## src/rtl/spi_frame_rx_if.sv

```systemverilog
// Downstream frame interface of the SPI frame receiver.
//
// Handshake: the receiver (master) raises rx_valid_out with a frame on
// rx_header_out/rx_message_out and keeps all three stable until the consumer
// (slave) samples rx_ready_in high on a rising clock edge; valid && ready on
// an edge is exactly one transfer. rx_ready_in may be high while rx_valid_out
// is low, which has no effect. rx_error_out / rx_overrun_out are single-cycle
// status pulses that are not part of the handshake.
//
// Signals:
//   rx_header_out   header of held frame
//   rx_message_out  message of held frame
//   rx_valid_out    held frame available
//   rx_ready_in     consumer accepts
//   rx_error_out    pulse: frame with wrong bit count discarded
//   rx_overrun_out  pulse: good frame dropped, holding register full
interface spi_frame_rx_if #(
  parameter int MESSAGE_SIZE = 512,
  parameter int HEADER_SIZE  = 32
);
  logic [HEADER_SIZE-1:0]  rx_header_out;
  logic [MESSAGE_SIZE-1:0] rx_message_out;
  logic                    rx_valid_out;
  logic                    rx_ready_in;
  logic                    rx_error_out;
  logic                    rx_overrun_out;

  modport master (
    output rx_header_out, rx_message_out, rx_valid_out,
    output rx_error_out, rx_overrun_out,
    input  rx_ready_in
  );

  modport slave (
    input  rx_header_out, rx_message_out, rx_valid_out,
    input  rx_error_out, rx_overrun_out,
    output rx_ready_in
  );
endinterface

```

## src/rtl/spi_frame_rx.sv

```systemverilog
// SPI frame receiver. Oversamples the peer's asynchronous SCLK / active-low
// SEL / DATA wires in the clk_in domain, deserializes one {header,message}
// frame per SEL-low window (MSB first) and presents it through a single
// holding register on the valid/ready interface.
//
// Ports:
//   clk_in      system clock
//   rst_in      asynchronous active-high reset
//   rx_clk_in   peer SCLK (async), data taken on its rising edge
//   rx_sel_in   peer select (async), active low
//   rx_data_in  peer serial data (async)
//   rx_if       downstream frame interface (master side)
//   state_dbg   current FSM state (IDLE=0, SHIFT=1, WAIT_HIGH=2)
module spi_frame_rx #(
  parameter int MESSAGE_SIZE = 512,
  parameter int HEADER_SIZE  = 32,
  parameter int SYNC_STAGES  = 2
) (
  input  logic           clk_in,
  input  logic           rst_in,
  input  logic           rx_clk_in,
  input  logic           rx_sel_in,
  input  logic           rx_data_in,
  spi_frame_rx_if.master rx_if,
  output logic [1:0]     state_dbg
);

  localparam int FRAME_SIZE = HEADER_SIZE + MESSAGE_SIZE;
  localparam int CNT_W      = $clog2(FRAME_SIZE + 1);
  localparam logic [CNT_W-1:0] CNT_FULL = CNT_W'(FRAME_SIZE);
  localparam logic [CNT_W-1:0] CNT_SAT  = CNT_W'(FRAME_SIZE + 1);

  typedef enum logic [1:0] {
    IDLE      = 2'd0,
    SHIFT     = 2'd1,
    WAIT_HIGH = 2'd2
  } state_t;

  state_t state;
  assign state_dbg = state;

  // Synchronizer chains, edge-detect flops and registered edge strobes.
  logic [SYNC_STAGES-1:0] sclk_sync, sel_sync, data_sync;
  logic                   sclk_d, sel_d, data_d;
  logic                   sclk_rise, sel_fall, sel_rise;
  logic                   sclk_s, sel_s, data_s;

  assign sclk_s = sclk_sync[SYNC_STAGES-1];
  assign sel_s  = sel_sync[SYNC_STAGES-1];
  assign data_s = data_sync[SYNC_STAGES-1];

  // The sel chain resets to 1 regardless of the pad, so right after reset
  // sel_s can claim "high" while the real wire is low. WAIT_HIGH only trusts
  // sel_s once the reset values have been flushed through the whole chain
  // and the edge-detect flop.
  logic [SYNC_STAGES:0] flush;
  logic                 settled;
  assign settled = flush[SYNC_STAGES];

  always_ff @(posedge clk_in or posedge rst_in) begin
    if (rst_in) begin
      sclk_sync <= '0;
      sel_sync  <= '1;
      data_sync <= '0;
      sclk_d    <= 1'b0;
      sel_d     <= 1'b1;
      data_d    <= 1'b0;
      sclk_rise <= 1'b0;
      sel_fall  <= 1'b0;
      sel_rise  <= 1'b0;
      flush     <= '0;
    end else begin
      sclk_sync <= {sclk_sync[SYNC_STAGES-2:0], rx_clk_in};
      sel_sync  <= {sel_sync[SYNC_STAGES-2:0], rx_sel_in};
      data_sync <= {data_sync[SYNC_STAGES-2:0], rx_data_in};
      sclk_d    <= sclk_s;
      sel_d     <= sel_s;
      // data_d lines up with the registered sclk_rise strobe.
      data_d    <= data_s;
      sclk_rise <= sclk_s & ~sclk_d;
      sel_fall  <= ~sel_s & sel_d;
      sel_rise  <= sel_s & ~sel_d;
      flush     <= {flush[SYNC_STAGES-1:0], 1'b1};
    end
  end

  logic [CNT_W-1:0]      cnt;
  logic [FRAME_SIZE-1:0] shreg;
  logic                  hold_free;

  // Holding register can take a new frame if empty or being emptied now.
  assign hold_free = ~rx_if.rx_valid_out | rx_if.rx_ready_in;

  always_ff @(posedge clk_in or posedge rst_in) begin
    if (rst_in) begin
      state                <= WAIT_HIGH;
      cnt                  <= '0;
      shreg                <= '0;
      rx_if.rx_header_out  <= '0;
      rx_if.rx_message_out <= '0;
      rx_if.rx_valid_out   <= 1'b0;
      rx_if.rx_error_out   <= 1'b0;
      rx_if.rx_overrun_out <= 1'b0;
    end else begin
      rx_if.rx_error_out   <= 1'b0;
      rx_if.rx_overrun_out <= 1'b0;
      if (rx_if.rx_valid_out && rx_if.rx_ready_in) begin
        rx_if.rx_valid_out <= 1'b0;
      end

      case (state)
        WAIT_HIGH: begin
          if (settled && sel_s) begin
            state <= IDLE;
          end
        end
        IDLE: begin
          if (sel_fall) begin
            state <= SHIFT;
            cnt   <= '0;
            shreg <= '0;
          end
        end
        SHIFT: begin
          if (sel_rise) begin
            state <= IDLE;
            if (cnt != CNT_FULL) begin
              rx_if.rx_error_out <= 1'b1;
            end else if (hold_free) begin
              rx_if.rx_header_out  <= shreg[FRAME_SIZE-1:MESSAGE_SIZE];
              rx_if.rx_message_out <= shreg[MESSAGE_SIZE-1:0];
              rx_if.rx_valid_out   <= 1'b1;
            end else begin
              rx_if.rx_overrun_out <= 1'b1;
            end
          end else if (sclk_rise) begin
            shreg <= {shreg[FRAME_SIZE-2:0], data_d};
            if (cnt != CNT_SAT) begin
              cnt <= cnt + 1'b1;
            end
          end
        end
        default: state <= WAIT_HIGH;
      endcase
    end
  end

endmodule

```

## src/flat_wrapper.sv

```systemverilog
// flat-port wrapper written by rule: the top's interface ports become plain ports
module spi_frame_rx_flat 
#(
  parameter int MESSAGE_SIZE = 512,
  parameter int HEADER_SIZE  = 32,
  parameter int SYNC_STAGES  = 2
)
  (clk_in, rst_in, rx_clk_in, rx_sel_in, rx_data_in, state_dbg, rx_if_rx_header_out, rx_if_rx_message_out, rx_if_rx_valid_out, rx_if_rx_error_out, rx_if_rx_overrun_out, rx_if_rx_ready_in);
  spi_frame_rx_if #(.MESSAGE_SIZE(MESSAGE_SIZE), .HEADER_SIZE(HEADER_SIZE)) rx_if_i ();
  input  logic clk_in;
  input  logic rst_in;
  input  logic rx_clk_in;
  input  logic rx_sel_in;
  input  logic rx_data_in;
  output logic [1:0] state_dbg;
  output wire logic [$bits(rx_if_i.rx_header_out)-1:0] rx_if_rx_header_out;
  output wire logic [$bits(rx_if_i.rx_message_out)-1:0] rx_if_rx_message_out;
  output wire logic [$bits(rx_if_i.rx_valid_out)-1:0] rx_if_rx_valid_out;
  output wire logic [$bits(rx_if_i.rx_error_out)-1:0] rx_if_rx_error_out;
  output wire logic [$bits(rx_if_i.rx_overrun_out)-1:0] rx_if_rx_overrun_out;
  input wire logic [$bits(rx_if_i.rx_ready_in)-1:0] rx_if_rx_ready_in;
  assign rx_if_rx_header_out = rx_if_i.rx_header_out;
  assign rx_if_rx_message_out = rx_if_i.rx_message_out;
  assign rx_if_rx_valid_out = rx_if_i.rx_valid_out;
  assign rx_if_rx_error_out = rx_if_i.rx_error_out;
  assign rx_if_rx_overrun_out = rx_if_i.rx_overrun_out;
  assign rx_if_i.rx_ready_in = rx_if_rx_ready_in;
  spi_frame_rx #(.MESSAGE_SIZE(MESSAGE_SIZE), .HEADER_SIZE(HEADER_SIZE), .SYNC_STAGES(SYNC_STAGES)) u_core (.clk_in(clk_in), .rst_in(rst_in), .rx_clk_in(rx_clk_in), .rx_sel_in(rx_sel_in), .rx_data_in(rx_data_in), .rx_if(rx_if_i), .state_dbg(state_dbg));
endmodule
```

## config.mk

```make
export PLATFORM = sky130hd
export DESIGN_NAME = spi_frame_rx_flat
export DESIGN_NICKNAME = d
export VERILOG_FILES = /design/src/rtl/spi_frame_rx_if.sv /design/src/rtl/spi_frame_rx.sv /design/src/flat_wrapper.sv
export SDC_FILE = /design/constraint.sdc
export NUM_CORES = 2
export LEC_CHECK = 0
export ABC_AREA = 1
export CAP_MARGIN = 25
export CORE_ASPECT_RATIO = 0.9
export CORE_UTILIZATION = 45
export CTS_CLUSTER_SIZE = 25
export DETAILED_ROUTE_END_ITERATION = 10
export DONT_BUFFER_PORTS = 1
export PLACE_DENSITY = 0.71
export SETUP_SLACK_MARGIN = 0.15
export SLEW_MARGIN = 20
export SYNTH_ARGS = -nofsm -noshare
export SYNTH_HDL_FRONTEND = slang
export SYNTH_SLANG_ARGS = --single-unit
```

## constraint.sdc

```tcl
create_clock -name clk_in -period 40.6 [get_ports clk_in]
set_clock_uncertainty 0.05 [all_clocks]
set_input_delay 6.09 -clock clk_in [delete_from_list [all_inputs] [get_ports clk_in]]
set_output_delay 6.09 -clock clk_in [all_outputs]
set_load 0.02 [all_outputs]
```

# ---- Word-level counts from Yosys, hierarchy flattened
# Cells that the tools add are included.
dict set report classes {
  mux 25
  eq_ne 10
  bitwise_logic 9
  addsub 1
  reduce_logical 8
}
# cell n
set ops {}
lappend ops {{544-bit 2-to-1 mux} 3}
lappend ops {{544-bit one-hot mux with 2 select lines} 1}
lappend ops {{10-bit 2-to-1 mux} 4}
lappend ops {{10-bit != test, second input constant} 2}
lappend ops {{10-bit one-hot mux with 2 select lines} 1}
lappend ops {{1-bit 2-to-1 mux} 12}
lappend ops {{10-bit by 1-bit adder with 10-bit output, second input constant} 1}
lappend ops {{2-bit by 1-bit != test with 1-bit output, second input constant} 5}
lappend ops {{4-bit AND reduction} 2}
lappend ops {{2-bit 2-to-1 mux} 3}
lappend ops {{2-bit one-hot mux with 3 select lines} 1}
lappend ops {{1-bit inverter} 5}
lappend ops {{5-bit AND reduction} 1}
lappend ops {{1-bit bitwise AND} 3}
lappend ops {{3-bit AND reduction} 1}
lappend ops {{2-bit by 1-bit == test with 1-bit output, second input constant} 1}
lappend ops {{2-bit == test, second input constant} 1}
lappend ops {{1-bit logical AND} 2}
lappend ops {{2-bit zero test} 1}
lappend ops {{2-bit != test, second input constant} 1}
lappend ops {{2-bit nonzero test} 1}
lappend ops {{1-bit OR} 1}
dict set report totals {
  output_inout_bits 549
  ff_bits 1118
  wordCells 71
  in_bits 6
}

# ---- Logic depth before layout (Yosys ltp)
dict set report depth {
  ltp_word 6
  ltp_mapped 11
  ltp_nobuf 8
}

# ---- Least setup slack after synthesis
# OpenSTA, ideal clock, no wires.
dict set report synth_path {
  path_kind {in2reg}
  start {input rx_if_rx_ready_in}
  end {register u_core.rx_if.rx_header_out[0]}
  t_required_ns 40.483
  setup_time_ns 0.067
  path_slack_ns 33.463
  arrival_ns 7.020
  n_path_buf 2
  path_stages 7
  path_cell_list {inv_1 nand2_1 nand3_2 clkbuf_1 clkbuf_1 nand2_1 nand2_1}
}
dict set report synth_between {
  elab_chain_cells 2
}
# element line_no
set synth_rtl {}
lappend synth_rtl {{from (decl)} flat_wrapper.sv:21} ;# input wire logic [$bits(rx_if_i.rx_ready_in)-1:0] rx_if_rx_ready_in;
lappend synth_rtl {{1-bit OR} spi_frame_rx.sv:92} ;# assign hold_free = ~rx_if.rx_valid_out | rx_if.rx_ready_in;
lappend synth_rtl {{4-bit AND reduction (no line)} --}
lappend synth_rtl {{to (signal assigned)} spi_frame_rx.sv:130} ;# rx_if.rx_header_out <= shreg[FRAME_SIZE-1:MESSAGE_SIZE];
lappend synth_rtl {{to (decl)} spi_frame_rx_if.sv:29} ;# output rx_header_out, rx_message_out, rx_valid_out,
# Every way passes these cells.
# A chain may end at the register's enable or synchronous reset.

# ---- Worst setup path after layout
dict set report layout_path {
  start {input rx_if_rx_ready_in}
  end {register u_core.rx_if.rx_message_out[75]}
}
dict set report layout_between {
  elab_chain_cells 2
}
# element line_no
set layout_rtl {}
lappend layout_rtl {{1-bit OR} spi_frame_rx.sv:92}
lappend layout_rtl {{4-bit AND reduction (no line)} --}
lappend layout_rtl {{to (signal assigned)} spi_frame_rx.sv:131} ;# rx_if.rx_message_out <= shreg[MESSAGE_SIZE-1:0];
lappend layout_rtl {{to (decl)} spi_frame_rx_if.sv:29}
# Every way passes these cells.

==> out/results.env <==
STATUS='finished clean'
WORST_PATH_REQUIRED_TIME_PS=41180
GROUTE.USAGE.OVERALL_PCT=21.3
YOSYSUNIQUECELLTYPES=21
GLOBALPLACE.CONGESTION=0.804
CP-END-KIND='flop'
YOSYS.AREA_SHARE.XOR_XNOR_PCT=0.0775
ANTENNA_FOUND_INITIAL=2
DETAIL_ROUTE.WIRELENGTH_UM=111000
NUMBER_OF_HOLD_VIOLATIONS_IN_THE_FINAL_REPORT=0
MOSTFREQUENTLAYOUTCELL='nand2_1'
SYNTH-WARNING-COUNT=0
SETUP.WORST_PATH.CLASS='in2reg'
GRT_OVERFLOW=0
AREA_OF_THE_DIE_UM2=102000
FMAX_MHz=104
CAP_VIOLATIONS=0
MAX_SLEW_MARGIN_PCT=19.0
TIME_THE_FINAL_WORST_PATH_NEEDS_WITH_I_O_DELAYS_AND_SETUP_PS=9580
DRTITER0DRC=3167
POST_CTS_HOLD_BUFFER_COUNT=0
GRT_START_MAX_NET_PINS=279
FINAL_MAX_SLEW_VIOL_COUNT=0
MOST-COMMON-LAYOUT-CELLS='nand2_1 (1126), dfrtp_1 (1114), inv_1 (564)'
POWER-PER-CELL-AREA_nW_PER_UM2=46.6
FINAL.FILL_COUNT=8875
FINAL_WORST_SETUP_SLACK_PS=31020
TOTALNEGATIVESETUPSLACK_PS=0
POWER.LEAKAGE_nW=23.9
GRT_PASS1_VIAS=31100
FLOORPLAN.INITIALDENSITY_PCT=45.7
ROUTED_VIA_DENSITY=5.48
SYNTHESIS.INSTANCES=4915
ANTENNA_LEFT=0
SYNTH-SIMPLE-AREA-SHARE_PCT=23.2
CTSLONGESTPATHBUFFERS=3
RSZ0062_AT_GRT='false'
SYNTH_TOP_FAMILY_BY_AREA='simple AND/OR/NAND/NOR gates'
CTS_TREE='yes'
LAYOUT-AREA-OVERHEAD-VS-SYNTH_PCT=9.95
DIEHEIGHT_UM=303
PLACEMENT.SETUP.WORST_SLACK_PS=30180
YOSYS_REGISTER_BITS=1118
GRT_FIRST_PASS_WIRELENGTH_UM=177000
TOTAL_CTS_BUFFERS=111
PORT_BUFFERS=0
HTREE_LEVELS=3
SYNTHMUXAREASHARE_PCT=0
CRITPATHLAUNCHTYPE='input port'
HPWL_UM=64100
FP-ROW-COUNT=109
FINAL_LAYOUT_SIZE_SUFFIX_GT1_SHARE_PCT=5.35
CORE_UM2=98900
DIE_W_UM=336
WORST_HOLD_PATH_TYPE='reg2reg'
LAYOUT.CELLS.NON_FILLER=6085
NETS=4665
TOP_LEVEL_PORTS=555
CLK_PIN_SLEW_PS=60
SYN-CELL-AREA_UM2=45200
ARRIVAL_PS=10160
PLACE.DETAILED.INSTANCES=5870
CLOCK-ROOT-BUFFER='clkbuf_16'
DRT_DRC_VIOLATIONS_LEFT=0
FINAL_MIN_PERIOD_OVER_CLOCK_PERIOD_PCT=23.6
COMPOUND_GATE_FRACTION_OF_SYNTH_AREA_PCT=6.18
DRT_PRE_ANTENNA_ITERS=6
POST_CTS_BUFFERS=0
NUMBER_OF_SINKS_ON_THE_CLOCK_NET=1118
SYNTH_FP_NETS=4924
POST_DRT_WL_PER_CELL_UM=18.3
SYNTH.AVG_CELL_AREA_UM2=9.20
POST_CTS_RESIZED=0
SEQCELLAREA_UM2=28000
LARGEST_FANOUT_OF_ANY_NET_ON_THE_CRITICAL_PATH=94
SYNTHADDERAREAFRAC_PCT=0.0830
WORSTSKEWPAIRLATENCY_PS=700
PEAKVDDDROP_mV=0.0332
VIAS_POST_DR=33300
MEASURED_SLEW_AT_THE_WORST_SLEW_CHECK_PIN_PS=1220
FINALSETUPVIOLATIONS=0
AREA_OF_THE_MULTI_INPUT_GATES_UM2=13400
SYNTH.YOSYS.SEQ_AREA_SHARE_PCT=61.9
report_power, final:
group	leakage, nW	internal, mW	switching (mW)
Clock	1.94	0.638	0.444
Sequential	15.6	1.12	0.00326
Combinational	6.42	0.0111	0.106
critical path: stages:
cell and delay (ps):
inv_1 40, nand2_4 390, buf_4 730, buf_4 690
buf_4 850, buf_4 720, nand4_1 210, nand2_1 120
synthesized netlist by cell type (all sizes together):
master  instances  area, um^2
nor2           16        70.1
a31oi           1        6.26
buf           141         683
xor2            2        17.5
nor3            1        5.00
o21ai         557        2790
clkbuf        281        1050
nand3         554        2780
inv           566        2120
xnor2           2        17.5
nand4         545        3410
ha              3        37.5
dfstp           4         105
nand2        1127        4230
dfrtp        1114       27900
conb            1        3.75
logic make-up (layout without fill, tap and decap cells):
group	count (synthesis)	in the layout
fa+ha+maj	3	3
xor+xnor	4	4
compound gates	558	558
simple gates	2243	2243
buf+inv	988	825
other cells	1	2
flops	1118	1118
final timing paths:
| path | start | to | slack, ps | cells past startpoint |
|---|---|---|---|---|
| max | rx_if_rx_ready_in | u_core.rx_if.rx_message_out[75] | 31020 | 8 |
| min | u_core.data_sync[0] | u_core.data_sync[1] | 300 | 0 |
| max reg2reg | u_core.rx_if.rx_valid_out | u_core.rx_if.rx_message_out[75] | 35930 | 7 |
| min reg2reg | u_core.data_sync[0] | u_core.data_sync[1] | 300 | 0 |
| max in group asynchronous | rst_in | u_core.shreg[470] | 31180 | 5 |
| min in group asynchronous | rst_in | u_core.shreg[38] | 5300 | 1 |
layer usage:
layer / GRT usage, % / share of wire (%) / vias to the layer above
met5: 0 / 0 / -
met4: 6.58 / 3.0 / 0
met3: 7.09 / 8.4 / 181
met2: 32.3 / 46 / 898
met1: 29.1 / 43 / 16500
li1: - / - / 15700
registers in the layout, summed over array words and instances (netlist names), 3 cells and up:
register and count:
u_core.rx_if.rx_message_out 512, u_core.shreg 544, u_core.cnt 10, u_core.flush 3, u_core.rx_if.rx_header_out 32
layout make-up:
class	count	area share (%)
sequential	1118	56.3
multi-input combinational	2809	26.9
clock buffer	164	6.76
inverter	566	4.30
tap	1332	3.35
timing repair buffer	50	1.21
clock inverter	45	1.13
antenna	1	0.00503
stage by stage:
stage / utilization [%] / hold slack [ps] / cell area [um^2] / total power, mW
finish: 50.3 / 298 / 49700 / 2.32
global route: 50.3 / 307 / 49700 / 2.40
CTS: 50.1 / 299 / 49600 / 2.34
detailed placement: 46.2 / 285 / 45600 / 1.26
global placement: 46.1 / 282 / 45600 / 1.25
floorplan: - / 281 / 45200 / 1.23
(Power assumes the default switching activity.)
